[src/rtl/lutram_rd_pkg.sv]
// lutram_rd_pkg: shared types and sizing for the LUT RAM burst reader.
package lutram_rd_pkg;
    typedef enum logic [1:0] {IDLE, RUN, DRAIN} state_t;
    localparam int FIFO_DEPTH = 2;
    // Wide enough for FIFO occupancy plus one in-flight read.
    localparam int CNT_W = $clog2(FIFO_DEPTH + 2);
endpackage

[src/rtl/lutram_rd_skid_fifo.sv]
// lutram_rd_skid_fifo: two-entry output FIFO with a registered head entry.
import lutram_rd_pkg::*;

module lutram_rd_skid_fifo #(
    parameter int W = 73
) (
    input  logic             clk,
    input  logic             reset,
    input  logic             push_i,
    input  logic [W-1:0]     din_i,
    input  logic             pop_i,
    output logic [W-1:0]     head_o,
    output logic [CNT_W-1:0] count_o
);
    logic [W-1:0] head_q, head_d, tail_q, tail_d;
    logic [CNT_W-1:0] cnt_q, cnt_d, slot;

    always_comb begin
        slot   = cnt_q - CNT_W'(pop_i);
        cnt_d  = slot + CNT_W'(push_i);
        head_d = (push_i && slot == '0) ? din_i :
                 (pop_i && cnt_q == CNT_W'(2)) ? tail_q : head_q;
        tail_d = (push_i && slot == CNT_W'(1)) ? din_i : tail_q;
    end

    always_ff @(posedge clk) begin
        if (reset) begin
            head_q <= '0;
            tail_q <= '0;
            cnt_q  <= '0;
        end else begin
            head_q <= head_d;
            tail_q <= tail_d;
            cnt_q  <= cnt_d;
        end
    end

    assign head_o  = head_q;
    assign count_o = cnt_q;
endmodule

[src/rtl/lutram_burst_reader.sv]
// lutram_burst_reader: streams a (base, length) burst out of a LUT RAM with 1-cycle read latency.
import lutram_rd_pkg::*;

module lutram_burst_reader #(
    parameter int DATA = 72,
    parameter int ADDR = 10
) (
    input  logic            clk,
    input  logic            reset,
    input  logic            cmd_valid,
    output logic            cmd_ready,
    input  logic [ADDR-1:0] cmd_base,
    input  logic [ADDR:0]   cmd_len,
    output logic [ADDR-1:0] mem_addr,
    input  logic [DATA-1:0] mem_dout,
    output logic            out_valid,
    input  logic            out_ready,
    output logic [DATA-1:0] out_data,
    output logic            out_last,
    output logic            busy
);
    state_t state_q;
    logic [ADDR-1:0] addr_q;
    logic [ADDR:0] rem_q;
    logic infl_q, infl_last_q;
    logic [CNT_W-1:0] cnt;
    logic [DATA:0] head;
    logic beat, issue, drained;

    assign beat = out_valid & out_ready;
    // A read may only launch if its word is guaranteed a FIFO slot when it lands.
    assign issue = state_q == RUN && rem_q != '0 &&
                   (cnt + CNT_W'(infl_q) < CNT_W'(FIFO_DEPTH) || beat);
    assign drained = !infl_q && (cnt == '0 || (cnt == CNT_W'(1) && beat));

    always_ff @(posedge clk) begin
        if (reset) begin
            state_q     <= IDLE;
            addr_q      <= '0;
            rem_q       <= '0;
            infl_q      <= 1'b0;
            infl_last_q <= 1'b0;
        end else begin
            infl_q      <= issue;
            infl_last_q <= issue && rem_q == (ADDR+1)'(1);
            case (state_q)
                IDLE: if (cmd_valid) begin
                    addr_q <= cmd_base;
                    rem_q  <= cmd_len;
                    if (cmd_len != '0) state_q <= RUN;
                end
                RUN: if (issue) begin
                    addr_q <= addr_q + ADDR'(1);
                    rem_q  <= rem_q - (ADDR+1)'(1);
                    if (rem_q == (ADDR+1)'(1)) state_q <= DRAIN;
                end
                DRAIN: if (drained) state_q <= IDLE;
                default: state_q <= IDLE;
            endcase
        end
    end

    lutram_rd_skid_fifo #(.W(DATA + 1)) u_fifo (
        .clk    (clk),
        .reset  (reset),
        .push_i (infl_q),
        .din_i  ({infl_last_q, mem_dout}),
        .pop_i  (beat),
        .head_o (head),
        .count_o(cnt)
    );

    assign cmd_ready = state_q == IDLE && !reset;
    assign mem_addr  = state_q == RUN ? addr_q : '0;
    assign out_valid = cnt != '0;
    assign out_data  = head[DATA-1:0];
    assign out_last  = out_valid & head[DATA];
    assign busy      = state_q != IDLE || cnt != '0;
endmodule

[config.mk]
export PLATFORM = sky130hd
export DESIGN_NAME = lutram_burst_reader
export DESIGN_NICKNAME = d
export VERILOG_FILES = /design/src/rtl/lutram_rd_pkg.sv /design/src/rtl/lutram_rd_skid_fifo.sv /design/src/rtl/lutram_burst_reader.sv
export SDC_FILE = /design/constraint.sdc
export NUM_CORES = 1
export LEC_CHECK = 0
export BUFFER_PORTS_ARGS = -buffer_cell sky130_fd_sc_hd__buf_4
export CAP_MARGIN = 20
export CORE_MARGIN = 2
export CORE_UTILIZATION = 50
export CTS_BUF_LIST = sky130_fd_sc_hd__clkbuf_8
export DETAILED_ROUTE_END_ITERATION = 6
export HOLD_SLACK_MARGIN = 0.15
export PLACE_DENSITY = 0.73
export SYNTH_ARGS = -nofsm -noshare
export SYNTH_HDL_FRONTEND = slang
export SYNTH_HIERARCHICAL = 1
export SYNTH_SLANG_ARGS = --single-unit
[constraint.sdc]
create_clock -name clk -period 2.68 [get_ports clk]
set_input_delay 0.804 -clock clk [delete_from_list [all_inputs] [get_ports clk]]
set_output_delay 0.804 -clock clk [all_outputs]
set_load 0.02 [all_outputs]
Yosys cells after proc, flatten, opt, wreduce, memory -nomap -nowiden
Cells that the tools add are included.

storage, ports and cells
  flip-flop bits (word level) = 173
  input bits = 97
  output and inout bits = 86
  word-level logic and storage cells = 67

cells by class
  add/subtract/negate cells = 5
  $lt $le $gt $ge = 1
  eq/ne operators = 11
  multiplexer cells = 15
  bitwise logic cells = 2
  reductions and logical operators = 25

operators with widths
  operator                                                                count
  73-bit two-way mux                                                      2
  10-bit two-way mux                                                      3
  11-bit two-way mux                                                      2
  11-bit one-hot mux with 2 select lines                                  1
  11-bit nonzero test                                                     2
  10-bit one-hot mux with 2 select lines                                  1
  11-bit by 1-bit equality test with 1-bit output, second input constant  1
  11-bit by 1-bit subtractor with 11-bit output, second input constant    1
  10-bit by 1-bit adder with 10-bit output, second input constant         1
  2-bit two-way mux                                                       5
  1-bit logical AND                                                       9
  2-bit inequality test, second input constant                            4
  2-bit nonzero test                                                      4
  2-bit by 1-bit equality test with 1-bit output, second input constant   3
  2-bit logical NOT                                                       3
  2-bit one-hot mux with 3 select lines                                   1
  5-bit AND reduction                                                     1
  2-bit by 1-bit adder with 2-bit output                                  2
  2-bit equality test, second input constant                              2
  1-bit logical OR                                                        3
  3-bit AND reduction                                                     1
  1-bit AND                                                               2
  1-bit logical NOT                                                       2
  2-bit < comparator, second input constant                               1
  2 further kinds                                                         2

Longest topological paths before layout
  depth in word-level cells = 7
  mapped depth = 8
  depth with buffers taken out = 7

By module
Netlist, hierarchy kept.

by module, submodules not included
  module               times used  cells an instance  area an instance (um2)  seq. area each (um2)
  lutram_rd_skid_fifo  1           654                6576.3                  2962.8
  lutram_burst_reader  1           221                1625.3                  500.5

Worst setup path before layout
Ideal clock, no wire load.

  path kind = input to output
  start = input reset
  end = output cmd_ready
  data arrival time = 1644 ps
  data required time = 1876 ps
  setup slack = 232 ps
  cell stages on the path = 3
  path buffers = 2
  path through = clkbuf_1 -> clkbuf_1 -> nor3_1

on the way
  cells in the longest elaborated chain, start to end = 2

ends and longest elaborated chain
  what                RTL line                   source
  start: declaration  lutram_burst_reader.sv:9   input logic reset,
  1-bit logical NOT   lutram_burst_reader.sv:73  assign cmd_ready = state_q == IDLE && !reset;
  1-bit logical AND   lutram_burst_reader.sv:73
  end: declaration    lutram_burst_reader.sv:11  output logic cmd_ready,

Every way passes these cells.

Worst setup path in the final report
  start = register state_q[0]
  end = output mem_addr[2]

on the way
  cells in the longest elaborated chain, start to end = 2

ends and longest elaborated chain
  what                                            RTL line                   source
  start: declaration                              lutram_burst_reader.sv:22  state_t state_q;
  start signal: assignment                        lutram_burst_reader.sv:38  state_q <= IDLE;
  start signal: assignment                        lutram_burst_reader.sv:50  if (cmd_len != '0) state_q <= RUN;
  start signal: assignment                        lutram_burst_reader.sv:55  if (rem_q == (ADDR+1)'(1)) state_q <= DRAIN;
  2-bit by 1-bit equality test with 1-bit output  lutram_burst_reader.sv:74  assign mem_addr = state_q == RUN ? addr_q : '0;
  10-bit two-way mux                              lutram_burst_reader.sv:74
  end: declaration                                lutram_burst_reader.sv:14  output logic [ADDR-1:0] mem_addr,

Every way passes these cells.

==> results by group <==
Status
  • Status: complete, no violations

Worst setup path
  • Crit path DAT: 1.57 ns
  • Crit-path most repeated cell: buf_4
  • Crit-path max cell delay: 0.41 ns
  • Critical Path RT: 1.88 ns
  • Slowest cell on crit path: dfxtp_1
  • Crit-path cells: nor2b_1, buf_4, and2_1, buf_4
  • CP max FO: 22
  • CP startpoint kind: flop
  • Endpoint class of the critical path: primary output
  • WS Path Type: flop to primary output

CTS
  • TritonCTS clock tree: built
  • CTS H-tree lvls: 4
  • Postcts setup bufs: 0
  • Later-pin clock latency in the skew report: 0.45 ns
  • Post-CTS sizing: 0
  • CTS Sinks: 173
  • Hold_buf cts: 0
  • Clock tree buffer depth: 2
  • Cts bufs inserted: 17
  • Root buf cell: clkbuf_8
  • Clk slew on worst S/H paths: 0.09 ns

Cells and area
  • Nets: 1127
  • Reg area: 3460 um^2
  • Area occupied by multi-input gates: 3980 um^2
  • Core Util, Final: 62.9%
  • Share of cells above drive strength 1: 23.5%
  • Fillcell total: 1393
  • ANT cells: 0
  • Area Overhead vs Synth: 22.2%

Synthesis
  • Main synth FF type: dfxtp_1
  • Number of synthesized flops with an enable pin: 0
  • Register bit total from synthesis: 173
  • Syn Nets: 978
  • Main combinational cell family by area after synthesis: compound AO/OA/AOI/OAI gates
  • Avg Synthesized Cell Area: 9.37 um^2
  • Top-area cell type share of the netlist area: 42.2%
  • Mux cell area share after synthesis: 9.17%
  • Post-Synth Simple-Gate Area: 18.3%
  • Most area-consuming cells after synthesis: dfxtp_1, nand2b_1, o221a_1
  • Synth Area in XOR/XNOR: 0.305%
  • Yosys top cell by area: dfxtp_1
  • Post-synthesis compound-gate area fraction: 19.7%
  • Synth Instances: 875
  • Adder-Cell Fraction of Synth Area: 0.915%
  • Cell types with the highest counts after synthesis: dfxtp_1, nand2b_1, a21oi_1
  • Sequential-to-total area share from yosys stat: 42.2%
  • Number of library cell types mapped by synthesis: 55
  • Most common cell in the netlist: dfxtp_1
  • Synth warn: 6
  • Async set or reset register ratio after synthesis: 0%
  • Synth Cell Area: 8200 um^2

Worst hold path
  • Hold Path Class: flop to flop

Drt
  • Routed len/inst: 15.1 um
  • Final ANT Viol Nets: 0
  • Drc violations: 0
  • DRT Pass-1 Iters: 5
  • Routed via count: 6568
  • Routed wire length: 18900 um
  • Via-per-instance ratio: 5.24
  • DRT iter0 DRCs: 398

Flow run
  • Max-cap violations: 0

Power
  • Reg power frac: 45.1%
  • Total net switching power: 0.00222 W
  • P_leak: 4.18 nW
  • Peak VDD IR: 0.349 mV
  • Internal cell power: 0.00471 W
  • Pwr dens: 692 nW/um^2
  • Comb pwr share: 26.9%
  • Clock share of power: 28.0%
  • Pwr Total: 0.00693 W
  • Sw frac: 32.1%

STA
  • Final Skew: 0.0167 ns
  • Fin. Hold Viols: 0
  • Final Slew Violations: 0
  • Post-route setup slack: 0.302 ns
  • Hold_ws: 0.480 ns
  • Fmax achieved: 421 MHz
  • Final setup fails: 0
  • Setup_tns: 0 ns
  • Tmin final: 2.38 ns
  • Part of the cycle the worst path needs: 88.7%
  • RSZ-0062 raised after global routing: no
  • Worst slew pin tran: 0.597 ns
  • Slew headroom: 59.9%

Die
  • Core ar.: 15900 um^2
  • Initial Util: 51.4%
  • Die ar.: 17400 um^2
  • IO Pins: 183
  • Die Y: 132 um
  • Chip width: 132 um
  • Row count: 46

Place
  • Final HPWL DP: 12000 um
  • Place WS: 0.183 ns
  • I/O Buffers: 182
  • GPL Wtd Cong: 0.821

GRT
  • Pin count of the biggest net entering global routing: 173
  • Vias in the first global route: 6115
  • Gr usage total: 21.5%
  • Antenna violations before repair: 0
  • Global-route wire length before repair: 31000 um
  • GRT overflow: 0
-- routing by layer --
layer | global-route usage, % | share of wire, %
met1 | 29.5 | 47
met2 | 34.3 | 47
met4 | 5.98 | 1.3
met3 | 4.65 | 4.5
met5 | 0 | 0
-- metrics by stage --
| step | cells | instance area, um^2 |
|---|---|---|
| global route | 1253 | 10000 |
| global placement | 1221 | 9600 |
| detailed placement | 1221 | 9600 |
| floorplan | 875 | 8200 |
| CTS | 1253 | 10000 |
| finish | 1253 | 10000 |
-- layout by cell type, fill, tap and decap left out, types with 3 or more instances in the layout --
master and n:
a211oi_1 4, a21oi_1 98, a31oi_1 4, a32o_1 3, and2_1 10, and3_1 3
buf_12 7, buf_4 191, bufinv_16 3, clkbuf_8 17, clkinv_4 3, dfxtp_1 173
ha_1 6, inv_1 82, inv_6 4, mux2i_1 74, nand2_1 28, nand2b_1 147
nand3_1 8, nor2_1 17, nor2b_1 7, nor3_1 13, nor4_1 5, o21ai_0 14
o221a_1 70, o32ai_1 4, or2_2 3
-- cells by family after synthesis --
family | count (synthesis)
compound gates | 212
xor+xnor | 2
fa+ha+maj | 6
buf+inv | 149
flops | 173
mux | 75
simple gates | 258
-- flip-flops by register name (all words and copies together) (netlist names) --
name and flops:
infl_q 1, addr_q 10, u_fifo/tail_q 73, rem_q 11
u_fifo/count_o 2, u_fifo/head_o 73, infl_last_q 1, state_q 2
-- power by group through the flow --
| stage | Combinational, W | Clock [W] | Sequential [W] |
|---|---|---|---|
| after detailed placement | 0.00187 | 0 | 0.00318 |
| after global routing | 0.00201 | 0.00210 | 0.00317 |
| after floorplan | 0.000935 | 0 | 0.00340 |
| after CTS | 0.00187 | 0.00200 | 0.00312 |
| after global placement | 0.00184 | 0 | 0.00318 |
| final | 0.00186 | 0.00194 | 0.00313 |
-- final cells by class --
class                           count  share of cell area (%)
Clock buffer                       17                    2.33
Multi-Input combinational cell    553                    39.7
Inverter                           80                    3.00
Clock inverter                     15                    1.86
Sequential cell                   173                    34.6
Tap cell                          216                    2.70
Timing Repair Buffer              199                    15.8
-- worst max-delay path, delay by kind of cell (launching register included) --
kind	cells	cell delay, ns
buffers and inverters	2	0.38
DFF	1	0.41
and+or+nand+nor	2	0.33
-- final timing paths --
kind / startpoint / end / depth (start not counted) / slack [ns]
hold reg to reg: u_fifo/tail_q[27] / u_fifo/tail_q[27] / 2 / 0.48
setup reg to reg: u_fifo/count_o[1] / u_fifo/tail_q[24] / 7 / 0.48
setup / recovery: state_q[0] / mem_addr[2] / 4 / 0.30
hold / removal: u_fifo/tail_q[27] / u_fifo/tail_q[27] / 2 / 0.48
Power figures use the tool's default switching activity.
